--- src/rtl/pc_unit.sv ---
// Fetch-stage program counter: next-PC select, stall, trap redirect,
// misaligned-target detection and a small circular return-address stack.
module pc_unit #(
    parameter int               WIDTH        = 32,
    parameter logic [WIDTH-1:0] RESET_VECTOR = '0,
    parameter logic [WIDTH-1:0] TRAP_VECTOR  = WIDTH'('h100),
    parameter int               RAS_DEPTH    = 4
) (
    input  logic             clk,
    input  logic             rst,
    input  logic             stall,
    input  logic             trap,
    input  logic [1:0]       pc_src,
    input  logic [WIDTH-1:0] imm_op,
    input  logic [WIDTH-1:0] alu_result,
    input  logic             ras_push,
    input  logic             ras_pop,
    output logic [WIDTH-1:0] pc,
    output logic [WIDTH-1:0] pc_plus4,
    output logic [WIDTH-1:0] pc_prev,
    output logic             misaligned,
    output logic [WIDTH-1:0] bad_addr,
    output logic [WIDTH-1:0] ras_top,
    output logic             ras_empty,
    output logic             ras_full
);

    localparam int AW = $clog2(RAS_DEPTH);
    localparam int CW = AW + 1;
    localparam logic [CW-1:0] FULL_CNT = CW'(RAS_DEPTH);

    logic [WIDTH-1:0] target;
    logic [WIDTH-1:0] pc_next;
    logic [WIDTH-1:0] bad_next;
    logic             mis_next;

    logic [WIDTH-1:0] ras_mem [RAS_DEPTH];
    logic [AW-1:0]    sp;
    logic [AW-1:0]    top_idx;
    logic [CW-1:0]    count;
    logic             ras_en;
    logic             do_push;
    logic             do_pop;
    logic             has_entry;

    assign pc_plus4 = pc + WIDTH'(4);

    always_comb begin
        target = pc_plus4;
        unique case (pc_src)
            2'b01:   target = pc + imm_op;
            2'b10:   target = alu_result & ~WIDTH'(1);
            default: target = pc_plus4;
        endcase
    end

    always_comb begin
        pc_next  = pc;
        mis_next = 1'b0;
        bad_next = bad_addr;
        if (trap) begin
            pc_next = TRAP_VECTOR;
        end else if (!stall) begin
            if (target[1:0] != 2'b00) begin
                pc_next  = TRAP_VECTOR;
                mis_next = 1'b1;
                bad_next = target;
            end else begin
                pc_next = target;
            end
        end
    end

    always_ff @(posedge clk or negedge rst) begin
        if (!rst) begin
            pc         <= RESET_VECTOR;
            pc_prev    <= RESET_VECTOR;
            misaligned <= 1'b0;
            bad_addr   <= '0;
        end else begin
            pc         <= pc_next;
            misaligned <= mis_next;
            bad_addr   <= bad_next;
            if (pc_next != pc) pc_prev <= pc;
        end
    end

    // sp is the next free slot; the top entry sits just below it
    assign top_idx   = sp - AW'(1);
    assign has_entry = (count != '0);
    assign ras_en    = !stall && !trap;
    assign do_push   = ras_en && ras_push;
    assign do_pop    = ras_en && ras_pop;

    always_ff @(posedge clk or negedge rst) begin
        if (!rst) begin
            sp    <= '0;
            count <= '0;
        end else if (do_push && do_pop && has_entry) begin
            sp    <= sp;
            count <= count;
        end else if (do_push) begin
            sp <= sp + AW'(1);
            if (count != FULL_CNT) count <= count + CW'(1);
        end else if (do_pop && has_entry) begin
            sp    <= sp - AW'(1);
            count <= count - CW'(1);
        end
    end

    always_ff @(posedge clk) begin
        if (do_push) begin
            if (do_pop && has_entry) ras_mem[top_idx] <= pc_plus4;
            else                     ras_mem[sp]      <= pc_plus4;
        end
    end

    assign ras_empty = !has_entry;
    assign ras_full  = (count == FULL_CNT);
    assign ras_top   = has_entry ? ras_mem[top_idx] : '0;

endmodule

--- config.mk ---
export PLATFORM = sky130hd
export DESIGN_NAME = pc_unit
export DESIGN_NICKNAME = d
export VERILOG_FILES = /design/src/rtl/pc_unit.sv
export SDC_FILE = /design/constraint.sdc
export NUM_CORES = 1
export LEC_CHECK = 0
export ABC_AREA = 1
export CORE_UTILIZATION = 55
export CTS_BUF_LIST = sky130_fd_sc_hd__clkbuf_2 sky130_fd_sc_hd__clkbuf_4 sky130_fd_sc_hd__clkbuf_8
export DETAILED_ROUTE_END_ITERATION = 12
export HOLD_SLACK_MARGIN = 0.15
export MAX_ROUTING_LAYER = met4
export PLACE_DENSITY = 0.82
export SKIP_CTS_REPAIR_TIMING = 1
export SKIP_LAST_GASP = 1
export SLEW_MARGIN = 20
export SYNTH_ARGS = -nofsm -noshare
export SYNTH_HDL_FRONTEND = slang
export SYNTH_SLANG_ARGS = --single-unit
--- constraint.sdc ---
create_clock -name clk -period 4.1 [get_ports clk]
set_clock_uncertainty 0.2 [all_clocks]
set_input_delay 0.615 -clock clk [delete_from_list [all_inputs] [get_ports clk]]
set_output_delay 0.615 -clock clk [all_outputs]
set_load 0.01 [all_outputs]
[After elaboration in Yosys (flattened, before gate mapping)]
Memory sizes are Yosys's and may differ from the RTL's.
Index checks and enable logic that the tools add are counted.
Word-level totals
  bits in registers: 102
  RAM bits: 128
  bits of input ports: 72
  output and inout port bits: 163
  logic and storage cells: 60
  memories: 1
Memories
  ras_mem: depth 4, bits a word 32, rd ports 1, clocked after memory_dff 0, wr ports 1, RTL line 37  | logic [WIDTH-1:0] ras_mem [RAS_DEPTH];
Cells by class
  add/subtract/negate cells: 6
  equality and inequality tests: 6
  muxes and demuxes: 22
  bitwise operators: 3
  reduce and logical (&&, ||, !) cells: 16
Operators with widths (number)
  $mux 32: 5
  $pmux 32 s2: 1
  $add 32x3->32 const B: 1
  $add 32x32->32: 1
  $ne 32x32->1: 1
  $reduce_or 32->1: 1
  $mux 1: 10
  $mux 3: 3
  $logic_and 1x1->1: 6
  $mux 2: 3
  $reduce_and 3->1: 2
  $reduce_bool 2->1: 2
  $add 3x1->3 const B: 1
  $eq 3x3->1 const B: 1
  $logic_not 1->1: 3
  $ne 3x3->1 const B: 1
  $not 1->1: 3
  $reduce_bool 3->1: 1
  $sub 3x1->3 const B: 1
  $add 2x1->2 const B: 1
  $eq 2x1->1 const B: 1
  $eq 2x2->1 const B: 1
  $ne 2x1->1 const B: 1
  $reduce_and 2->1: 1
  $sub 2x1->2 const B: 1

[Logic depth before layout (Yosys ltp)]
Gate-level depths: netlist of the first run.
  word-level depth: 9
  gate-level depth with buffers: 24
  depth with buffers taken out: 23

[Least setup slack after synthesis of the first run]
No wires, ideal clock.
  kind: input to register
  start: input port trap
  end: memory ras_mem[2][0] (enable)
  setup time: 421 ps
  arrival: 3115 ps
  data required time: 3479 ps
  slack: 365 ps
  cell stages on the path: 8
  buffers on the path: 0
  cell sequence: nor2_1 -> inv_1 -> nor2_1 -> nand2_1 -> nand2_1 -> o21ai_0 -> or2_2 -> nor2_1
Between the ends
  longest elaborated chain between the ends: 9
  elaborated cells between the ends (all ways): 14
  classes of those cells: mux: 8; reduce/logical: 6
RTL lines
  from (decl): RTL line 12  | input logic trap,
  $logic_not 1->1 (*): RTL line 91  | assign ras_en = !stall && !trap;
  $logic_and 1x1->1 (*): RTL line 91
  $logic_and 1x1->1: RTL line 93  | assign do_pop = ras_en && ras_pop;
  $logic_and 1x1->1: RTL line 113  | if (do_pop && has_entry) ras_mem[top_idx] <= pc_plus4;
  $mux 1: RTL line 113
  $mux 1: RTL line 112  | if (do_push) begin
  $mux 1 (implied by the code): RTL line 114  | else ras_mem[sp] <= pc_plus4;
  $reduce_or 32->1 (no line)
  $mux 2 (no line) / $mux 1 (equally long branches)
  to (decl): RTL line 37
Every way passes the cells marked *; elsewhere a longest branch is shown, timed or not.

[Worst setup path in the final report of the first run]
  start: register pc[7]
  end: output port pc_plus4[27]
Between the ends
  longest elaborated chain between the ends: 1
RTL lines
  from (decl): RTL line 18  | output logic [WIDTH-1:0] pc,
  from (signal assigned): RTL line 81  | pc <= pc_next;
  $add 32x3->32: RTL line 46  | assign pc_plus4 = pc + WIDTH'(4);
  to (decl): RTL line 19  | output logic [WIDTH-1:0] pc_plus4,
Every way passes these cells.

==> out/qor.csv, run 1 <==
stage;metric;value;unit
cts;cts_root_buf;clkbuf_8;
final_layout;seqCellArea;0.00640;mm²
cts;clock-sinks;230;
floorplanning;die_w;159;µm
power;cellLeakagePower;8.14;nW
logic_synthesis;synth_compound_area_share;7.90;%
setup_path;path_max_fanout;6;
grt;grt_max_degree;59;
timing;worstMarginPinSlew;1030;ps
power;fin_total_pwr;8.09;mW
route;wl;46300;µm
final_layout;layout.nets;2155;
power;power_density;464;mW/mm²
logic_synthesis;synth_most_common_cell;nand2_1;
logic_synthesis;synth_top_family_by_area;simple AND/OR/NAND/NOR gates;
timing;relSlewSlack;31.3;%
timing;hold_viol;0;
route;drc;0;
setup_path;crit_chain;inv_1 > nor3_1 > buf_4 > inv_1 > nor3_1 > nand4_1 > nand2_1 > clkdlybuf4s50_1;
logic_synthesis;synth_top_area_share;28.3;%
run_status;outcome;complete, no violations;
setup_path;cp.required;3280;ps
route;wire_per_inst;19.3;µm
logic_synthesis;syn_nets;1872;
cts;clk_latency;520;ps
logic_synthesis;synthMuxAreaShare;0.0829;%
timing;clock.fmax;250;MHz
grt;overflow;0;
logic_synthesis;ys.warnings.count;0;
logic_synthesis;seq_area_frac_synth;47.1;%
timing;min_period_over_period;97.6;%
route;drtIter0Drc;1439;
logic_synthesis;ys_ff_latch;230;
logic_synthesis;yosys_most_used_dff;edfxtp_1;
setup_path;worst_ep_arrival_time;3190;ps
cts;cts_max_level;2;
route;route.vias.total;13570;
floorplanning;fp-row-count;57;
setup_path;startpoint_type;flip-flop;
power;ir_drop;0.452;mV
job;maxCapViolCount;0;
setup_path;crit_type;reg2out;
cts;cts_tree;built;
timing;finalSetupTns;0;ps
logic_synthesis;syn_area;0.0136;mm²
place;dp_hpwl;34900;µm
logic_synthesis;syn-mean-instance-area;7.70;µm²
final_layout;layout-drive-gt1-share;8.53;%
logic_synthesis;syn_inst;1764;
hold_path;hp-class;reg2reg;
logic_synthesis;yosys.area_share.simple;32.8;%
place;post-place-ws;-176;ps
grt;antenna_found_initial;1;
final_layout;nFillCells;1887;
logic_synthesis;synthTopCellsByCount;nand2_1, inv_1, nand3_1;
logic_synthesis;synth_edf_count;128;
route;drtAntennaViolNets;0;
timing;setup_viol;0;
logic_synthesis;yosysUniqueCellTypes;43;
grt;grt_pass1_vias;12896;
final_layout;syn_to_final_growth;28.4;%
final_layout;multi_input_area;0.00614;mm²
place;gp_congestion;0.924;
cts;cts-buffers-inserted;35;
floorplanning;initial_core_util;56.0;%
logic_synthesis;post_synth_xor_area_fraction;0.774;%
timing;fin_crit;4000;ps
logic_synthesis;synthAdderAreaFrac;3.43;%
setup_path;cp_top_family;simple AND/OR/NAND/NOR gates;
setup_path;cp-end-kind;output pin;
timing;setup_ws;98.8;ps
logic_synthesis;async_reset_ff_share;44.3;%
route;viasPerCell;5.66;
logic_synthesis;synth_largest_area_cell;edfxtp_1;
cts;clock_path_buffers;3;
cts;clk_pin_slew;70;ps
timing;rsz0062_at_grt;no;
setup_path;cp_slowest_cell;clkdlybuf4s50_1;
setup_path;critPathBufInv;4;
grt;grt_usage;37.4;%
logic_synthesis;synth.area.top_cells;edfxtp_1, dfrtp_1, nand2_1;
setup_path;critPathMaxStageDelay;560;ps
floorplanning;ioPinCount;235;
floorplanning;die_area;0.0253;mm²
timing;maxSlewViolCount;0;
place;port_buffers;233;
route;drt_pass1_iterations;5;
floorplanning;die_h;159;µm
grt;grt_pass1_wl;71100;µm
floorplanning;core_area;0.0242;mm²
==> cell families (layout without fill, tap and decap cells) <==
| family | count (synthesis) | after routing |
|---|---|---|
| AO/OA/AOI/OAI | 176 | 176 |
| XOR/XNOR | 12 | 12 |
| adder cells (fa/ha/maj) | 36 | 36 |
| buffers and inverters | 272 | 582 |
| flip-flops | 230 | 230 |
| multiplexers | 1 | 1 |
| other | 0 | 1 |
| AND/OR/NAND/NOR | 1037 | 1037 |
==> placed cells by master, fill, tap and decap left out, types with 5 or more instances in the layout <==
cell	n
nand2_1	643
clkdlybuf4s50_1	232
inv_1	201
nand3_1	185
edfxtp_1	128
dfrtp_1	101
nor2_1	97
buf_4	72
nand4_1	60
a21oi_1	49
o21ai_0	45
clkbuf_8	42
a22o_1	32
ha_1	32
a31oi_1	29
nor3_1	13
clkbuf_4	13
xor2_1	10
nor2_2	8
o21ai_1	7
or2_2	7
inv_2	6
a22oi_1	5
nand3b_1	5
a21boi_0	5
buf_12	5
==> path summary, 6_finish.rpt <==
path,end,slack (ps),startpoint,cells after the start
setup reg to reg,pc_prev[13],400,pc[0],19
max in group asynchronous,pc_prev[22],2310,rst,3
setup / recovery,pc_plus4[27],100,pc[7],8
hold reg to reg,bad_addr[0],280,bad_addr[0],2
min in group asynchronous,count[0],510,rst,2
hold / removal,bad_addr[0],280,bad_addr[0],2
==> final cells by class <==
class                   instances  share of cell area [%]
flip-flops and latches        230                    36.7
diodes                          1                  0.0143
repair buffers                310                    17.0
well taps                     324                    2.32
multi-input cells            1262                    35.2
clock buffers                  55                    3.87
inverters                     208                    4.48
clock inverters                 9                   0.416
==> worst reg2reg max path: stages (launching register included) <==
cell and delay [ps]:
dfrtp_1 420, ha_1 240, inv_1 70, fa_1 480, nor2_1 50, nor2_1 100
a21oi_1 100, nor3_4 310, buf_4 310, buf_12 220, nand3_1 130, nand3_1 90
nand2_1 60, nor2_1 130, nand2_1 120, nor2_4 140, nand3_2 110, buf_12 180
nand2_1 90, nand2_1 60
==> per-layer routing <==
metal / up-vias / wire length, µm / track usage (%)
li1: 6403 / - / -
met1: 6351 / 19100 / 50.1
met2: 715 / 21800 / 59.9
met3: 101 / 4210 / 5.34
met4: 0 / 1230 / 10.2
met5: - / 0 / -
==> state kept, by name, summed over array words and instances, names as in the netlist <==
name and flops:
misaligned 1, pc_prev 32, ras_mem 128, pc 32, sp 2, count 3, bad_addr 32
==> report_power, final <==
group	internal [mW]	switching, mW	leakage (nW)
registers	2.70	0.193	2.56
clock network	1.12	0.878	0.397
logic	1.40	1.81	5.18
total	5.21	2.88	8.14
==> metrics by stage <==
step	hold WS, ps	cells	instance area, µm²	utilization, %
after global routing	296	2399	17400	71.9
after global placement	265	2333	16700	68.8
after CTS	-25.6	2397	17400	71.9
after floorplan	119	1764	13600	-
final	277	2399	17400	71.9
after detailed placement	263	2333	16700	68.8
(Power assumes the default switching activity.)
==> inputs of run 2 (changes only) <==
PLACE_DENSITY = 0.87   (was 0.82)
==> run 2 against run 1 <==
Hold slack gained 4.5 ps. Critical path depth grew 1. Register-to-register slack gained 40 ps. Cell count grew 0.33%. Cell area grew 0.43%. Non-clock buffer count grew 3. Critical endpoint is now pc_plus4[19]. Sequential power is essentially flat. Total power grew 1.7%. Combinational power is essentially flat. Routed wire length grew 0.42%. Core utilization grew 0.31 points. First-iteration DRC count shrank 1.8%.
==> out/qor.csv, run 2 (synthesis results as in run 1) <==
stage;metric;value;unit;change
run_status;outcome;complete, no violations;;
floorplanning;die_w;159;µm;unchanged
job;maxCapViolCount;0;;unchanged
place;gp_congestion;0.969;;+4.9%
place;port_buffers;233;;unchanged
power;power.internal;5.29;mW;+1.6%
grt;overflow;0;;unchanged
route;wl;46500;µm;+0.42%
final_layout;largest_reg_flops;128;;unchanged
floorplanning;initial_core_util;56.0;%;unchanged
floorplanning;core_area;0.0242;mm²;unchanged
timing;fin_crit;4000;ps;-6.12 ps
final_layout;regMostFlops;ras_mem;;
final_layout;final_common_cell;nand2_1;;
cts;cts-buffers-inserted;38;;+8.6%
final_layout;seqCellArea;0.00640;mm²;about the same
grt;grt_pass1_vias;13275;;+2.9%
route;drtIter0Drc;1413;;-1.8%
grt;grt_pass1_wl;71600;µm;+0.71%
hold_path;hp-class;reg2reg;;
setup_path;path_max_fanout;6;;unchanged
timing;setup_viol;0;;unchanged
cts;clk_pin_slew;60;ps;about the same
timing;min_period_over_period;97.4;%;-0.15 points
route;route.vias.total;13815;;+1.8%
power;ir_drop;0.607;mV;+34%
setup_path;r2r_end;pc_prev[15];;
cts;clock_path_buffers;3;;unchanged
final_layout;multi_input_area;0.00614;mm²;about the same
grt;grt_max_degree;53;;-10%
final_layout;layout-drive-gt1-share;9.07;%;+0.54 points
cts;cts_max_level;2;;unchanged
timing;worstMarginPinSlew;1110;ps;+80.9 ps
final_layout;n_antenna_cell;0;;-1
timing;clock.fmax;250;MHz;+0.15%
floorplanning;die_area;0.0253;mm²;unchanged
final_layout;syn_to_final_growth;29.0;%;
timing;rsz0062_at_grt;no;;
setup_path;crit_type;reg2out;;
floorplanning;die_h;159;µm;unchanged
final_layout;layout.nets;2161;;+0.28%
setup_path;worst_ep_arrival_time;3180;ps;about the same
setup_path;setup.worst_path.start;pc[5];;
setup_path;regToRegStartpoint;pc[5];;
power;power_density;469;mW/mm²;+1.3%
power;p_sw;2.93;mW;+1.9%
cts;cts_tree;built;;
final_layout;most-common-layout-cells;nand2_1, clkdlybuf4s50_1, inv_1;;
grt;antenna_found_initial;0;;-1
power;sequentialPowerShare;35.0;%;-0.7 points
route;wire_per_inst;19.3;µm;about the same
setup_path;r2r_cells;18;;-1
route;drc;0;;unchanged
power;p_sw_share;35.6;%;+0.065 points
setup_path;startpoint_type;flip-flop;;
final_layout;final_core_util;72.2;%;+0.31 points
power;fin_total_pwr;8.22;mW;+1.7%
final_layout;nFillCells;1893;;+0.32%
setup_path;crit_end;pc_plus4[19];;
hold_path;holdPathStages;2;;unchanged
cts;clock-sinks;230;;unchanged
route;viasPerCell;5.74;;+1.5%
setup_path;cp-end-kind;output pin;;
route;drtAntennaViolNets;0;;unchanged
place;dp_hpwl;34400;µm;-1.4%
timing;hold_viol;0;;unchanged
setup_path;r2r_slack;440;ps;+40 ps
floorplanning;fp-row-count;57;;unchanged
setup_path;cp.required;3280;ps;about the same
grt;grt_usage;37.8;%;+0.35 points
floorplanning;ioPinCount;235;;unchanged
cts;clk_latency;540;ps;+20 ps
power;cellLeakagePower;8.18;nW;+0.52%
power;clkPwrFrac;26.3;%;+1.6 points
timing;relSlewSlack;25.5;%;-5.8 points
timing;maxSlewViolCount;0;;unchanged
route;drt_pass1_iterations;6;;+1
power;p_comb_share;38.7;%;-0.9 points
cts;cts_root_buf;clkbuf_8;;
timing;finalSetupTns;0;ps;unchanged
==> run 2: changes by cell type in the layout (fill, tap and decap cells not counted), moves of 2 or more <==
cell and delta:
buf_4 +4, clkinv_2 +3, nor2_1 -2, nor2_2 +2
==> run 2: metrics by stage <==
step | hold WS (ps) | setup slack [ps] | cell area, µm² | cells
3_5_place_dp | 265 | -110 | 16700 | 2336
6_report | 282 | 105 | 17500 | 2407
4_1_cts | -49.8 | 92.4 | 17500 | 2406
3_3_place_gp | 258 | 7.04 | 16700 | 2336
5_1_grt | 298 | 6.93 | 17500 | 2407
2_1_floorplan | 119 | 365 | 13600 | 1764
==> run 2: critical path, stage by stage (launching register included) <==
cell and delay, ps:
dfrtp_1 570, nand2_1 220, nor3_4 200, nand2_1 140
inv_1 160, nand3_1 170, nand2_1 90, inv_1 50
nor2_1 390, clkdlybuf4s50_1 640
==> run 2: power by group through the flow <==
stage                     clock network (mW)  registers (mW)  logic [mW]
after detailed placement                   0            2.90        3.13
after CTS                               2.17            2.87        3.16
final                                   2.16            2.88        3.18
after global placement                     0            2.90        3.06
after floorplan                            0            2.93        1.57
after global routing                    2.28            2.89        3.42
==> run 2: worst min path at each step <==
| stage | from | to | slack (ps) |
|---|---|---|---|
| CTS | rst | pc_prev[9] | -50 |
| global route | bad_addr[2] | bad_addr[2] | 300 |
| global placement | bad_addr[2] | bad_addr[2] | 260 |
| finish | bad_addr[2] | bad_addr[2] | 280 |
| floorplan | rst | bad_addr[0] | 120 |
| detailed placement | bad_addr[23] | bad_addr[23] | 260 |
==> run 2: final cells by class <==
type	instances	area share, %
Inverter	208	4.46
Tap cell	324	2.31
Clock inverter	15	0.764
Multi-Input combinational cell	1262	35.1
Sequential cell	230	36.5
Clock buffer	55	3.86
Timing Repair Buffer	313	17.0
==> run 2: metal layers <==
| metal | global-route usage, % | wire (µm) | vias to the layer above |
|---|---|---|---|
| li1 | - | - | 6432 |
| met1 | 50.1 | 18800 | 6388 |
| met2 | 58.9 | 21600 | 867 |
| met3 | 5.97 | 4610 | 128 |
| met4 | 14.1 | 1520 | 0 |
| met5 | - | 0 | - |
==> inputs of run 3 (changes only) <==
CORE_MARGIN = 10   (was unset)
==> run 3 against run 2 <==
Combinational power about the same. Via count decreased by 0.46%. Count of clock-buffer cells in the layout up 4. First-iteration DRC count grew 31%. Sequential power barely moved. Non-clock buffer count down 8. Die area is 24% higher. Hold slack worse by 0.74 ps. Global-route usage shrank 7.7 points. Cell count fell by 0.33%. Critical path depth down 2. Routed wire length increased by 1.8%. Largest cell class unchanged.
==> out/qor.csv, run 3 (synthesis results as in run 1) <==
stage;metric;value;unit;change
route;wl;47300;µm;+1.8%
job;maxCapViolCount;0;;unchanged
setup_path;worst_ep_arrival_time;3130;ps;-50 ps
grt;grt_usage;30.1;%;-7.7 points
route;drtAntennaViolNets;0;;unchanged
final_layout;syn_to_final_growth;28.2;%;
setup_path;crit_type;reg2out;;
final_layout;regMostFlops;ras_mem;;
hold_path;hp-class;reg2reg;;
grt;grt_max_degree;61;;+15%
cts;cts_tree;built;;
timing;worstMarginPinSlew;812;ps;-298 ps
timing;hold_viol;0;;unchanged
setup_path;r2r_end;pc_prev[30];;
setup_path;r2r_cells;19;;+1
timing;setup_viol;0;;unchanged
route;route.vias.total;13751;;-0.46%
cts;cts-buffers-inserted;38;;unchanged
power;power_density;471;mW/mm²;+0.43%
place;dp_hpwl;35900;µm;+4.4%
cts;clock_path_buffers;3;;unchanged
cts;clock-sinks;230;;unchanged
setup_path;cp-end-kind;output pin;;
setup_path;cp.required;3280;ps;about the same
timing;rsz0062_at_grt;no;;
setup_path;path_max_fanout;7;;+1
final_layout;layout-drive-gt1-share;8.43;%;-0.64 points
timing;fin_crit;3940;ps;-52.3 ps
place;gp_congestion;1.02;;+5.2%
route;drtIter0Drc;1857;;+31%
place;port_buffers;233;;unchanged
setup_path;r2r_slack;450;ps;about the same
final_layout;largest_reg_flops;128;;unchanged
timing;holdWs;281;ps;-0.745 ps
grt;grt_pass1_vias;13224;;-0.38%
route;drc;0;;unchanged
floorplanning;initial_core_util;55.9;%;-0.16 points
route;drt_pass1_iterations;6;;unchanged
cts;clk_pin_slew;60;ps;about the same
power;ir_drop;0.452;mV;-25%
floorplanning;core_area;0.0243;mm²;+0.29%
setup_path;regToRegStartpoint;pc[10];;
hold_path;holdPathStages;2;;unchanged
run_status;outcome;complete, no violations;;
hold_path;hold_end;bad_addr[2];;
floorplanning;die_area;0.0314;mm²;+24%
grt;antenna_found_initial;0;;unchanged
setup_path;startpoint_type;flip-flop;;
timing;min_period_over_period;96.2;%;-1.3 points
place;placed_cell_area;0.0166;mm²;-0.51%
final_layout;layout.nets;2153;;-0.37%
floorplanning;fp-row-count;57;;unchanged
floorplanning;die_h;177;µm;+11%
grt;overflow;0;;unchanged
grt;grt_pass1_wl;72000;µm;+0.60%
timing;maxSlewViolCount;0;;unchanged
cts;cts_max_level;2;;unchanged
final_layout;n_antenna_cell;0;;unchanged
final_layout;final_common_cell;nand2_1;;
cts;clk_latency;540;ps;about the same
timing;relSlewSlack;45.8;%;+20 points
floorplanning;die_w;177;µm;+11%
hold_path;min_from;bad_addr[2];;
route;wire_per_inst;19.7;µm;+2.2%
route;viasPerCell;5.73;;-0.13%
timing;clock.fmax;254;MHz;+1.3%
final_layout;most-common-layout-cells;nand2_1, clkdlybuf4s50_1, inv_1;;
cts;cts_root_buf;clkbuf_8;;
floorplanning;ioPinCount;235;;unchanged
final_layout;final_area;0.0174;mm²;-0.56%
power;cellLeakagePower;8.14;nW;-0.50%
[run 3: cell types whose count changed in the layout (fill, tap and decap cells not counted), sizes merged]
cell	previous run	this run
buf	80	72
clkinvlp	2	0
clkinv	11	9
bufinv	2	1
inv	208	209
clkbuf	55	59
[run 3: layer usage]
metal	routed length (µm)	global-route usage, %	up-vias
met3	4670	3.88	86
met1	19100	39.2	6452
met4	1430	9.63	0
met5	0	-	-
met2	22100	47.9	798
li1	-	-	6415
[run 3: worst max path at each step]
stage | start | end | depth (start not counted)
floorplan | trap | ras_mem[2][0] | 8
global placement | imm_op[0] | pc_prev[3] | 21
detailed placement | imm_op[0] | pc_prev[3] | 21
CTS | pc[2] | pc_plus4[14] | 10
global route | pc[2] | pc_plus4[24] | 11
finish | pc[10] | pc_plus4[28] | 7
[run 3: final cells by class]
| cell class | count | area (µm²) |
|---|---|---|
| flip-flops and latches | 230 | 6400 |
| fillers | 1905 | 6900 |
| well taps | 324 | 405 |
| clock inverters | 11 | 81.3 |
| multi-input cells | 1262 | 6130 |
| clock buffers | 59 | 724 |
| repair buffers | 305 | 2900 |
| inverters | 208 | 781 |
[run 3: report_power, final]
group | internal [mW] | switching (mW) | total (mW)
combinational | 1.38 | 1.82 | 3.20
clock | 1.19 | 0.942 | 2.14
sequential | 2.70 | 0.179 | 2.88
[run 3: worst max-delay path: stages (launching register included)]
cell	delay, ps
dfrtp_1	610
inv_2	150
nor4_4	360
nand2_1	170
nor2_1	320
nand3_1	160
nand2_1	230
clkdlybuf4s50_1	590
[run 3: stage by stage]
stage | utilization (%) | setup TNS [ps] | std cells | worst slack (ps) | total power [mW]
floorplan | - | 0 | 1764 | 365 | 4.50
CTS | 71.6 | 0 | 2398 | 145 | 8.19
finish | 71.6 | 0 | 2399 | 157 | 8.21
global route | 71.6 | 0 | 2399 | 24.4 | 8.58
detailed placement | 68.3 | -1130 | 2328 | -84.8 | 6.05
global placement | 68.3 | 0 | 2328 | 19.6 | 5.97
